==> src/rtl/result_tx_interface.sv <==
// Serialises an ALU result (and optionally its flags) into UART TX byte frames.
// The uart_tx core is driven with one-cycle start pulses and paced by its done flag.
module result_tx_interface #(
  parameter int NB_DATA    = 8,
  parameter int NB_FLAGS   = 3,
  parameter int SEND_FLAGS = 1
) (
  input  logic                clk,
  input  logic                i_rst_n,
  input  logic [NB_DATA-1:0]  i_result,
  input  logic [NB_FLAGS-1:0] i_flags,
  input  logic                i_result_valid,
  input  logic                i_tx_done,
  output logic [NB_DATA-1:0]  o_tx_data,
  output logic                o_tx_start,
  output logic                o_busy,
  output logic                o_drop,
  output logic [2:0]          o_leds
);

  localparam logic [2:0] S_IDLE     = 3'd0;
  localparam logic [2:0] S_LOAD_RES = 3'd1;
  localparam logic [2:0] S_WAIT_RES = 3'd2;
  localparam logic [2:0] S_LOAD_FLG = 3'd3;
  localparam logic [2:0] S_WAIT_FLG = 3'd4;

  logic [2:0]          state;
  logic [2:0]          next_state;
  logic                valid_prev;
  logic                done_prev;
  logic                valid_edge;
  logic                done_edge;
  logic [NB_FLAGS-1:0] flg_q;
  logic [NB_DATA-1:0]  flags_byte;

  assign valid_edge = i_result_valid & ~valid_prev;
  assign done_edge  = i_tx_done & ~done_prev;

  always_comb begin
    flags_byte                 = '0;
    flags_byte[NB_FLAGS-1:0]   = flg_q;
  end

  always_comb begin
    next_state = S_IDLE;
    case (state)
      S_IDLE:     next_state = valid_edge ? S_LOAD_RES : S_IDLE;
      S_LOAD_RES: next_state = S_WAIT_RES;
      S_WAIT_RES: begin
        if (done_edge) next_state = (SEND_FLAGS != 0) ? S_LOAD_FLG : S_IDLE;
        else           next_state = S_WAIT_RES;
      end
      S_LOAD_FLG: next_state = S_WAIT_FLG;
      S_WAIT_FLG: next_state = done_edge ? S_IDLE : S_WAIT_FLG;
      default:    next_state = S_IDLE;
    endcase
  end

  function automatic logic [2:0] leds_for(input logic [2:0] s);
    case (s)
      S_LOAD_RES, S_WAIT_RES: leds_for = 3'b010;
      S_LOAD_FLG, S_WAIT_FLG: leds_for = 3'b100;
      default:                leds_for = 3'b001;
    endcase
  endfunction

  // Outputs are registered from next_state so they line up with the state register;
  // tx_data is loaded together with the start pulse so the byte is valid when uart_tx samples it.
  always_ff @(posedge clk or negedge i_rst_n) begin
    if (!i_rst_n) begin
      state      <= S_IDLE;
      valid_prev <= 1'b0;
      done_prev  <= 1'b0;
      flg_q      <= '0;
      o_tx_data  <= '0;
      o_tx_start <= 1'b0;
      o_busy     <= 1'b0;
      o_drop     <= 1'b0;
      o_leds     <= 3'b001;
    end else begin
      state      <= next_state;
      valid_prev <= i_result_valid;
      done_prev  <= i_tx_done;
      o_tx_start <= (next_state == S_LOAD_RES) || (next_state == S_LOAD_FLG);
      o_busy     <= (next_state != S_IDLE);
      o_drop     <= valid_edge && (state != S_IDLE);
      o_leds     <= leds_for(next_state);
      if (state == S_IDLE && valid_edge) begin
        flg_q     <= i_flags;
        o_tx_data <= i_result;
      end else if (state == S_WAIT_RES && next_state == S_LOAD_FLG) begin
        o_tx_data <= flags_byte;
      end
    end
  end

endmodule
==> config.mk <==
export PLATFORM = sky130hd
export DESIGN_NAME = result_tx_interface
export DESIGN_NICKNAME = d
export VERILOG_FILES = /design/src/rtl/result_tx_interface.sv
export SDC_FILE = /design/constraint.sdc
export NUM_CORES = 1
export LEC_CHECK = 0
export CAP_MARGIN = 10
export CORE_MARGIN = 2
export CORE_UTILIZATION = 46
export CTS_BUF_LIST = sky130_fd_sc_hd__clkbuf_8
export DETAILED_ROUTE_END_ITERATION = 10
export GPL_ROUTABILITY_DRIVEN = 1
export PLACE_DENSITY = 0.8
export SYNTH_ARGS = -nofsm -noshare
export SYNTH_HDL_FRONTEND = slang
export SYNTH_SLANG_ARGS = --single-unit
==> constraint.sdc <==
create_clock -name clk -period 2.65 [get_ports clk]
set_input_delay 0.53 -clock clk [delete_from_list [all_inputs] [get_ports clk]]
set_output_delay 0.53 -clock clk [all_outputs]
set_load 0.01 [all_outputs]
==> results summary, run 1 <==
The flow ran to the end, and the final reports show no timing, DRC or antenna violations. The worst setup path is captured at a primary output. The number of flops mapped to enable cells by yosys came out at 0.

Yosys instantiated no cell more often than sky130_fd_sc_hd__dfrtp_1. The number of warnings issued by yosys is 0. Of the synthesized area, sequential elements account for 0.611. The total wirelength of the detailed-routed design is 1710 um.

The sum of buffers and inverters on the critical path came out at 1. The number of gates on the worst path with buffers counted is 1. The via count of the first global-routing pass was 637.

The count of input and output buffers came out at 28. The net count of the finished layout is 116. The number of antenna diodes in the final layout is 0.

The number of clock sinks seen by CTS came out at 22. The number of H-tree levels came out at 1. The routed layout has 667 vias.

The number of nets in the synthesized netlist came out at 84. Ranked by instance count, the synthesized netlist is headed by sky130_fd_sc_hd__dfrtp_1 (21), sky130_fd_sc_hd__a22o_1 (5), sky130_fd_sc_hd__nor2_1 (4), sky130_fd_sc_hd__nor3_1 (4). The gate count of the mapped netlist is 69.

The critical path goes through clkdlybuf4s50_1. The CTS tree is built. The post-layout minimum cycle time is 1820 ps. The count of nets left with antenna violations after detail routing came out at 0. The kind of launch point of the worst setup path is a flop.

The power density over the cells is 1080 nW/um^2. The global-route congestion overflow total is 0. Along the worst hold path, the cell count comes to 1. The mapped cell area is 903 sq um.

The peak supply drop is 0.561 mV. The critical path is of the flop to primary output type. For this design, the CTS-stage hold fixing added 0 buffers. The initial antenna violation count is 0.

The path class of the tightest hold or removal check is flop to flop. The count of final max-slew check failures is 0. The first-pass iteration count of the detailed router came out at 5. The routed length per instance came out at 13.5 um. The top-level I/O count is 29. From synthesis to final layout, the design area changed by 39.5%. The number of different library cells in the post-synthesis netlist came out at 27.

For the worst-skew pair, the clock arrives at the later sink with an insertion delay of 260 ps. The global placer's final weighted congestion is 0.816. The hold slack came out at 510 ps. The slowest stage of the critical path belongs to the cell sky130_fd_sc_hd__dfstp_2. For this configuration, the core starts out at a cell density of 0.475. The post-CTS setup buffer count came out at 0.

The fraction of layout instances using a drive strength above 1 is 0.140. The worst pin sits at a relative slew slack of 0.693. In this run the worst path has a maximum fanout of 1. The leakage power came out at 0.000551 uW.

The number of clock buffers inserted by TritonCTS came out at 3. Setup violations remaining at the end of the flow were counted as 0. In the routed design, unresolved DRC markers number 0. The post-layout utilization of the core came out at 0.663. The largest total area in the synthesized netlist belongs to sky130_fd_sc_hd__dfrtp_1. The post-CTS resize count came out at 0.

The clock passes through at most 2 buffers. The HPWL reported at the end of detailed placement came out at 1290 um. The number of fill cells is 147.

The cell family contributing the most delay on the critical path is flip-flops. For the worst setup path, the data arrival time is 1290 ps. The largest net degree at the start of global routing came out at 13.

Data on the critical path is required at its endpoint by 2120 ps. For this run, the leading register cell type out of synthesis is sky130_fd_sc_hd__dfrtp_1. Summed over all failing endpoints, the final setup total negative slack is 0 ps. Setup repair after global routing left no endpoint under its margin. The final worst-path cycle share is 0.687. The hold violation total from the final report is 0.

The vertical extent of the die is 48.3 um. The depth of the most critical reg-to-reg path is 3. The number of design-rule violations left by the first detailed-router iteration is 18. The floorplan step set the die width to 48.3 um. For this run, the slowest stage of the critical path takes 520 ps. The tree is rooted in a sky130_fd_sc_hd__clkbuf_8. Between clock sinks in the finished design, the worst skew comes to 7.30 ps.

The core region is 1900 sq um. The area fraction of the dominant cell type after synthesis is 0.582. The number of max-cap violations came out at 0. For the pin with the worst max-slew slack, the measured transition is 459 ps. After clock tree synthesis, the clock-pin slew on the worst setup and hold paths is 70 ps. The first global-routing pass estimated 2900 um of wire. The proportion of synthesized flip-flops having asynchronous set or reset came out at 1.00.

The top achievable clock speed came out at 0.550 GHz. After detailed routing, the number of vias per cell comes to 5.25. By area the synthesized netlist is led by sky130_fd_sc_hd__dfrtp_1 (58%), sky130_fd_sc_hd__a22o_1 (4.8%), sky130_fd_sc_hd__mux2_2 (3.7%).

Each instance of the synthesized netlist takes up on average 13.1 sq um. The row count came out at 16. In this run, synthesis produced a sequential element count of 22. The die outline area came out at 2330 sq um. For this run, the total global-route usage over all layers was measured as 0.162.
[flip-flops by register name, indices dropped and copies added (netlist names)]
signal,cells
o_tx_data,8
flg_q,3
o_leds,3
state,3
done_prev,1
o_busy,1
o_drop,1
o_tx_start,1
valid_prev,1
[area by class of cell]
| type | instances | area, sq um | area share |
|---|---|---|---|
| Sequential cell | 22 | 552 | 0.438 |
| Multi-Input combinational cell | 42 | 330 | 0.262 |
| Timing Repair Buffer | 29 | 288 | 0.228 |
| Clock buffer | 3 | 41.3 | 0.0328 |
| Tap cell | 27 | 33.8 | 0.0268 |
| Inverter | 3 | 11.3 | 0.00894 |
| Clock inverter | 1 | 3.75 | 0.00298 |
[cells in the final DEF, fill, tap and decap left out, drive strengths merged]
cell type,instances
clkdlybuf4s50,28
dfrtp,21
a22o,5
nor2,5
nor3,5
inv,4
o21ai,3
nand3,3
a31oi,3
mux2,3
clkbuf,3
nand2b,2
or3,2
nor2b,1
nor4bb,1
a22oi,1
and2b,1
a32o,1
xnor2,1
nand4bb,1
o22ai,1
nor3b,1
or2,1
nand2,1
dfstp,1
buf,1
[report_power, final]
| group | switching, uW | leakage [uW] | internal, uW | total (uW) |
|---|---|---|---|---|
| combinational | 253 | 0.000253 | 326 | 578 |
| sequential | 99.1 | 0.000271 | 478 | 577 |
| clock | 98.9 | 0.0000269 | 103 | 202 |
| total | 451 | 0.000551 | 907 | 1360 |
[routing by layer]
metal / track usage / part of all wire / up-vias
li1: - / - / 312
met1: 0.211 / 0.44 / 310
met2: 0.252 / 0.46 / 37
met3: 0.0432 / 0.082 / 8
met4: 0.0810 / 0.017 / 0
met5: 0 / 0 / -
[through the flow]
stage | instance area [sq um] | worst slack [ps] | instances | power (uW)
floorplan | 903 | 1080 | 69 | 905
global route | 1260 | 806 | 127 | 1450
detailed placement | 1210 | 637 | 123 | 1170
global placement | 1210 | 687 | 123 | 1150
finish | 1260 | 830 | 127 | 1360
CTS | 1260 | 820 | 127 | 1370
[path summary, 6_finish.rpt]
| check | slack (ps) | endpoint | startpoint |
|---|---|---|---|
| setup / recovery | 830 | o_leds[0] | o_leds[0]$_DFF_PN1_ |
| hold / removal | 510 | o_tx_data[5]$_DFFE_PN0P_ | o_tx_data[5]$_DFFE_PN0P_ |
| hold reg to reg | 510 | o_tx_data[5]$_DFFE_PN0P_ | o_tx_data[5]$_DFFE_PN0P_ |
| setup reg to reg | 980 | flg_q[2]$_DFFE_PN0N_ | state[0]$_DFF_PN0_ |
| max in group asynchronous | 1460 | o_leds[0]$_DFF_PN1_ | i_rst_n |
| min in group asynchronous | 590 | done_prev$_DFF_PN0_ | i_rst_n |
[cells by family after synthesis]
group | Yosys count | synth area share
AND/OR/NAND/NOR | 24 | 0.191
flip-flops | 22 | 0.611
AO/OA/AOI/OAI | 14 | 0.127
buffers and inverters | 5 | 0.0235
multiplexers | 3 | 0.0374
XOR/XNOR | 1 | 0.00970
No activity file was read; power rests on OpenSTA's default activity.
==> run 2: changes to the inputs <==
==> constraint.sdc (replaced) <==
create_clock -name clk -period 1.8 [get_ports clk]
set_input_delay 0.36 -clock clk [delete_from_list [all_inputs] [get_ports clk]]
set_output_delay 0.36 -clock clk [all_outputs]
set_load 0.01 [all_outputs]
==> run 2 against run 1 <==
  * Combinational power grew 64%
  * Sequential share of layout area shrank 2.1 points
  * Wire length grew 7.4%
  * First-iteration DRC count shrank 61%
  * Worst hold slack lost 200 ps
  * Critical path depth is the same
  * Clock-buffer cell count is the same
  * Flip-flop and latch count is the same
  * Power grew 63%
  * Via count grew 1.2%
  * Non-clock buffer count grew 5
  * Global-route usage grew 1.7 points
  * Largest power group unchanged
==> results summary, run 2 (synthesis results as in run 1) <==
The flow ran to the end, and the final reports show no timing, DRC or antenna violations. The most critical setup path has its startpoint at o_leds[0]$_DFF_PN1_. The placement-stage cell area was 1250 sq um (+3.1%). The final worst-path cycle share is 0.921. The maximum count of clock buffers along a single path is 2 (unchanged).

The leakage power is 0.000585 uW (+6.1%). o_tx_data holds more flip-flops than any other register. The area of the multi-input gates came out at 330 sq um (unchanged). The global-route congestion overflow total is 0 (unchanged). The required time at the worst-slack endpoint came out at 1440 ps (-680 ps). The clock tree root driver cell is sky130_fd_sc_hd__clkbuf_8. The layout overhead on the synthesized area is 46.5%. The start of the worst register-to-register path is state[1]$_DFF_PN0_. The power density over the cells is 1670 nW/um^2 (+55%). The total placed cells including tap cells is 128 (+4.1%). The count of nets left with antenna violations after detail routing is 0 (unchanged).

The per-cell via count in the routed design was 5.11 (-2.6%). The largest net degree at the start of global routing came out at 14 (+1). The final cell count without fillers came to 132 (+3.9%). The number of max-cap violations is 0 (unchanged). The transition time at the pin with the least slew margin came out at 373 ps (-86.5 ps).

The arrival time reported for the critical path endpoint is 1300 ps (about the same). The x dimension of the die came out at 48.3 um (unchanged). The cell family contributing the most delay on the critical path is buffers and inverters.

The number of clock sinks seen by CTS is 22 (unchanged). The CTS tree is built. The routed length per instance is 13.9 um (+3.3%). The total number of vias is 675 (+1.2%).

The hold slack came out at 309 ps (-202 ps). The sequential cell area is 552 sq um (unchanged). The hold violation total from the final report came out at 0 (unchanged).

The peak supply drop came out at 1.10 mV (+97%). The critical path goes through clkdlybuf4s50_1. The reg-to-reg critical path endpoint is flg_q[1]$_DFFE_PN0N_. The number of clock buffers inserted by TritonCTS was 3 (unchanged). The class of the tightest hold or removal check is primary input to async pin. The setup slack of the worst register-to-register path was 180 ps (-800 ps). The maximum cell stage delay along the critical path was 530 ps (about the same).

Among all stages on the critical path, the largest delay is contributed by sky130_fd_sc_hd__clkdlybuf4s50_1. The post-layout minimum cycle time is 1660 ps. The initial antenna violation count is 0 (unchanged). The total power consumption of the routed design came out at 2210 uW (+63%). The flip-flop count of the largest register after layout came out at 8 (unchanged).

The HPWL reported at the end of detailed placement came to 1390 um (+7.9%). The worst-skew pair later-pin latency is 250 ps (about the same). The global-route usage over all layers came out at 0.179 (+0.0169).

The final routed DRC violation total is 0 (unchanged). The post-layout net count is 121 (+4.3%). Leaving out fill and tap cells, the most frequent cell in the layout is sky130_fd_sc_hd__clkdlybuf4s50_1. The global placer's final weighted congestion came out at 0.840 (+2.9%). The final instance area is 1320 sq um (+5.1%). The post-route clock skew came out at 1.41 ps (-5.89 ps).

The number of buffers inserted for hold repair after clock tree synthesis is 0 (unchanged). The worst setup path is of the flop to primary output kind. The die outline area is 2330 sq um (unchanged). The number of fill cells came to 140 (-4.8%). The global-route wire length before repair came out at 3120 um (+7.6%). The starting density of the core is 0.475 (unchanged). The count of final max-slew check failures came out at 0 (unchanged). The top achievable clock speed came out at 0.603 GHz. STA classifies the critical path endpoint as a primary output.

The clock edge transition at the registers on the reported setup and hold paths came out at 80 ps (about the same). Setup repair after global routing left no endpoint under its margin. The post-CTS resize count came to 0 (unchanged).

The critical path ends at o_leds[0]. The count of input and output buffers is 28 (unchanged). The sum of buffers and inverters on the critical path came out at 1 (unchanged). The depth of the most critical reg-to-reg path is 3 (unchanged).

The post-CTS setup buffer count was 0 (unchanged). The total wirelength of the detailed-routed design is 1840 um (+7.4%). The number of H-tree levels came out at 1 (unchanged).

In the layout the commonest cells are sky130_fd_sc_hd__clkdlybuf4s50_1 (28), sky130_fd_sc_hd__dfrtp_1 (21), sky130_fd_sc_hd__buf_4 (6). The via count of the first global-routing pass came to 657 (+3.1%). The vertical extent of the die came out at 48.3 um (unchanged). The top-level I/O count came out at 29 (unchanged).

The number of design-rule violations left by the first detailed-router iteration came out at 7 (-11). The relative slew slack was 0.751 (+0.0583). The highest net fanout along the worst path is 1 (unchanged).

The standard cell core area came out at 1900 sq um (unchanged). The post-layout utilization of the core came out at 0.696 (+0.0336). The kind of launch point of the worst setup path is a flop. The first-pass iteration count of the detailed router is 3 (-2). The number of gates on the worst path with buffers counted was 1 (unchanged). The row count came out at 16 (unchanged). The final count of negative-setup-slack endpoints is 0 (unchanged). The fraction of layout instances using a drive strength above 1 came to 0.190 (+0.0505). The number of diodes is 0 (unchanged).
-- run 2: cell count changes in the layout (fill, tap and decap cells not counted) --
cell	change
sky130_fd_sc_hd__buf_4	+5
sky130_fd_sc_hd__bufinv_16	+1
sky130_fd_sc_hd__inv_1	-1
-- run 2: metrics by stage --
stage / TNS, ps / setup slack [ps]
finish: 0 / 143
global placement: 0 / 14.0
floorplan: 0 / 230
global route: 0 / 110
CTS: 0 / 135
detailed placement: -5.62 / -5.62
-- run 2: power breakdown --
group	internal (uW)	switching, uW	total [uW]
logic	513	436	948
clock network	297	150	446
registers	704	111	815
total	1510	696	2210
-- run 2: layer usage --
layer,global-route usage,vias to the layer above,share of wire
met3,0.0401,2,0.058
met2,0.269,23,0.49
met5,0,-,0
met4,0.0857,0,0.0049
met1,0.249,327,0.44
li1,-,323,-
-- run 2: worst min path at each step --
stage | start | to | slack (ps) | cells after the start
global route | i_rst_n | state[2]$_DFF_PN0_ | 310 | 1
floorplan | i_rst_n | done_prev$_DFF_PN0_ | 60 | 0
global placement | o_tx_data[7]$_DFFE_PN0P_ | o_tx_data[7]$_DFFE_PN0P_ | 490 | 1
finish | i_rst_n | state[2]$_DFF_PN0_ | 310 | 1
detailed placement | o_tx_data[6]$_DFFE_PN0P_ | o_tx_data[6]$_DFFE_PN0P_ | 480 | 1
CTS | i_rst_n | o_leds[2]$_DFF_PN0_ | 310 | 1
-- run 2: final cells by class --
type / instances / share of cell area
clock inverter: 1 / 0.0227
inverter: 3 / 0.00851
timing repair buffer: 34 / 0.246
clock buffer: 3 / 0.0312
sequential: 22 / 0.417
tap: 27 / 0.0255
multi-input combinational: 42 / 0.250
-- run 2: worst reg2reg max path, stage by stage (launching register included) --
cell                      delay (ps)
sky130_fd_sc_hd__dfrtp_1         460
sky130_fd_sc_hd__or3_1           490
sky130_fd_sc_hd__nor2_8          200
sky130_fd_sc_hd__mux2_2          360
==> run 3: changes to the inputs <==
--- a/config.mk
+++ b/config.mk
@@ -5,6 +5,7 @@
 export SDC_FILE = /design/constraint.sdc
 export NUM_CORES = 1
 export LEC_CHECK = 0
+export ABC_AREA = 1
 export CAP_MARGIN = 10
 export CORE_MARGIN = 2
 export CORE_UTILIZATION = 46
@@ -12,6 +13,7 @@
 export DETAILED_ROUTE_END_ITERATION = 10
 export GPL_ROUTABILITY_DRIVEN = 1
 export PLACE_DENSITY = 0.8
+export SKIP_CTS_REPAIR_TIMING = 1
 export SYNTH_ARGS = -nofsm -noshare
 export SYNTH_HDL_FRONTEND = slang
 export SYNTH_SLANG_ARGS = --single-unit
==> run 3 against run 2 <==
  * Sequential share of layout area up 1.3 points
  * Register-to-register slack better by 340 ps
  * Die area up 0.37%
  * Global-route usage up 0.41 points
  * Largest cell class unchanged
  * Clock skew up 3.2 ps
==> results summary, run 3 <==
The global-route congestion overflow total came to 0 (unchanged). Of all cell types, the one taking the most synthesized area is sky130_fd_sc_hd__dfrtp_1. Walking the worst path, the cells encountered are clkdlybuf4s50_1.

The placement-stage cell area was 1230 sq um (-1.9%). The first-pass iteration count of the detailed router came to 4 (+1). The starting density of the core came out at 0.477 (+0.00197). The number of max-cap violations came out at 0 (unchanged). The highest net fanout along the worst path came out at 1 (unchanged). The final cell count without fillers is 152 (+15%). The routed length per instance is 12.3 um (-12%). The peak supply drop is 0.823 mV (-25%). The startpoint identified for the worst register-to-register timing path is state[0]$_DFF_PN0_. The top-level I/O count is 29 (unchanged).

In the post-synthesis netlist, the cell with the most instances is sky130_fd_sc_hd__nand2_1. The global-route usage over all layers came out at 0.183 (+0.00408). The area fraction of the dominant cell type after synthesis came out at 0.579 (-0.00241).

The kind of capture point of the worst setup path is a primary output. The number of clock sinks seen by CTS is 22 (unchanged). The fraction of layout instances using a drive strength above 1 is 0.152 (-0.0385). The number of clock buffers inserted by TritonCTS was 3 (unchanged). By count the netlist is led by sky130_fd_sc_hd__nand2_1 (42), sky130_fd_sc_hd__dfrtp_1 (21), sky130_fd_sc_hd__inv_1 (6).

The slowest stage of the critical path is the sky130_fd_sc_hd__dfstp_2 cell. The HPWL reported at the end of detailed placement is 1410 um (+1.4%). The required time at the worst-slack endpoint was 1440 ps (about the same). The top cell types in the final layout, fill and taps aside, are sky130_fd_sc_hd__nand2_1 (42), sky130_fd_sc_hd__clkdlybuf4s50_1 (28), sky130_fd_sc_hd__dfrtp_1 (21). The worst setup path is of the flop to primary output kind. The post-layout net count came out at 141 (+17%). The final critical-path setup slack is 146 ps (+2.71 ps). The via count of the first global-routing pass came out at 774 (+18%).

The register ranked first by flip-flop count is o_tx_data. The final routed DRC violation total was 0 (unchanged). In the synthesized netlist the dominant register cell turns out to be sky130_fd_sc_hd__dfrtp_1. The final worst-path cycle share is 0.919 (-0.00150). The count of final max-slew check failures came out at 0 (unchanged). The count of input and output buffers came out at 28 (unchanged). The mapped cell area came out at 907 sq um (+0.42%). The global-route met3 utilization came out at 0.0247 (-0.0154). The number of flops mapped to enable cells by yosys came to 0 (unchanged). The number of nets in the synthesized netlist came out at 107 (+27%).

In this run the most used layer during global routing was met2. The flip-flop count of the largest register after layout is 8 (unchanged). The hold violation total from the final report came to 0 (unchanged).

The worst hold path belongs to the class primary input to async pin. Clock tree synthesis selected as its root buffer the cell sky130_fd_sc_hd__clkbuf_8. The met2 routing resource usage after global routing came out at 0.345 (+0.0764). Compared with the post-synthesis result, the final layout area differs by 41.5%. The number of warnings issued by yosys was 0 (unchanged). The post-synthesis area per instance was 9.86 sq um (-25%).

The cell class contributing the biggest share of worst-path delay is flip-flops. The per-cell via count in the routed design came out at 4.80 (-6.2%). The total wirelength of the detailed-routed design came to 1870 um (+1.5%). The vertical extent of the die came out at 48.4 um (+0.19%). The arrival time reported for the critical path endpoint is 1290 ps (about the same).

The number of different library cells in the post-synthesis netlist came to 17 (-37%). The post-layout minimum cycle time is 1650 ps (-2.71 ps). The sum of buffers and inverters on the critical path came to 1 (unchanged). The total placed cells including tap cells came out at 148 (+16%). The global-route wire length before repair is 3270 um (+4.9%). The sequential element share of the synthesized area was 0.608 (-0.00253). The run finished with clean final reports. The total number of vias is 729 (+8.0%). The power density over the cells came to 1540 nW/um^2 (-7.5%). The x dimension of the die came to 48.4 um (+0.19%). The routing usage on met1 came out at 0.191 (-0.0580).

The worst setup path is launched from a flop. The post-route clock skew came out at 4.61 ps (+3.20 ps). The clock edge transition at the registers on the reported setup and hold paths came out at 80 ps (about the same). The most critical setup path has its startpoint at o_leds[0]$_DFF_PN1_. The relative slew slack is 0.772 (+0.0205). The leakage power is 0.000647 uW (+11%).

The worst-skew pair later-pin latency is 260 ps (about the same). The standard cell core area came out at 1900 sq um (unchanged). The initial antenna violation count is 0 (unchanged). The transition time at the pin with the least slew margin came out at 339 ps (-33.8 ps). TritonCTS built the clock tree. Leaving out fill and tap cells, the most frequent cell in the layout is sky130_fd_sc_hd__nand2_1.

The number of diodes is 0 (unchanged). The top achievable clock speed came to 0.604 GHz (+0.16%). The final instance area came out at 1280 sq um (-3.0%).

The number of H-tree levels is 1 (unchanged). The gate count of the mapped netlist is 92 (+33%). The die outline area came out at 2340 sq um (+0.37%). The maximum cell stage delay along the critical path came to 520 ps (about the same). The number of synthesized register bits came to 22 (unchanged). The count of nets left with antenna violations after detail routing is 0 (unchanged). The worst slack at placement came out at 105 ps (+111 ps).

Setup repair after global routing left no endpoint under its margin. The number of design-rule violations left by the first detailed-router iteration came out at 12 (+5). The final count of negative-setup-slack endpoints is 0 (unchanged). The largest net degree at the start of global routing came to 23 (+9). The proportion of synthesized flip-flops having asynchronous set or reset is 1.00 (unchanged).

The aggregate negative setup slack is 0 ps (unchanged). By area the synthesized netlist is led by sky130_fd_sc_hd__dfrtp_1 (58%), sky130_fd_sc_hd__nand2_1 (17%), sky130_fd_sc_hd__nor2_4 (5.0%). The maximum count of clock buffers along a single path is 2 (unchanged). The row count came to 16 (unchanged). The global placer's final weighted congestion came out at 0.792 (-5.6%).
## run 3: kinds of logic (layout without fill, tap and decap cells)
family,after synthesis,count (layout),share of synthesized area
AOI/OAI and AO/OA,3,3,0.0207
buffers and inverters,7,40,0.0290
and+or+nand+nor,60,60,0.342
DFF,22,22,0.608
## run 3: area by class of cell
cell class / instances / area, sq um
tap: 27 / 33.8
clock buffer: 4 / 55.1
timing repair buffer: 29 / 288
sequential: 22 / 552
inverter: 7 / 26.3
fill: 155 / 618
multi-input combinational: 63 / 329
## run 3: stage by stage
| step | utilization | hold slack (ps) | power (uW) |
|---|---|---|---|
| floorplan | - | 64.4 | 1260 |
| global placement | 0.646 | 455 | 1610 |
| detailed placement | 0.646 | 462 | 1640 |
| CTS | 0.675 | 447 | 2000 |
| global route | 0.675 | 457 | 2110 |
| finish | 0.675 | 441 | 1980 |
## run 3: path summary, 6_finish.rpt
path	end	slack, ps	depth (start not counted)
min reg2reg	o_tx_data[4]$_DFFE_PN0P_	480	2
min	o_leds[2]$_DFF_PN0_	440	2
max in group asynchronous	o_leds[0]$_DFF_PN1_	1090	2
max	o_leds[0]	150	1
max reg2reg	o_tx_data[1]$_DFFE_PN0P_	520	6
min in group clk	o_tx_data[4]$_DFFE_PN0P_	480	2
## run 3: report_power, final
| part | total, uW | internal (uW) | leakage (uW) | switching, uW |
|---|---|---|---|---|
| registers | 782 | 688 | 0.000276 | 93.3 |
| logic | 849 | 393 | 0.000342 | 456 |
| clock network | 350 | 195 | 0.0000288 | 155 |
## run 3: metal layers
layer,vias up,wire (um)
met5,-,0
met4,0,46
met3,6,58
met2,18,1030
met1,356,738
li1,349,-
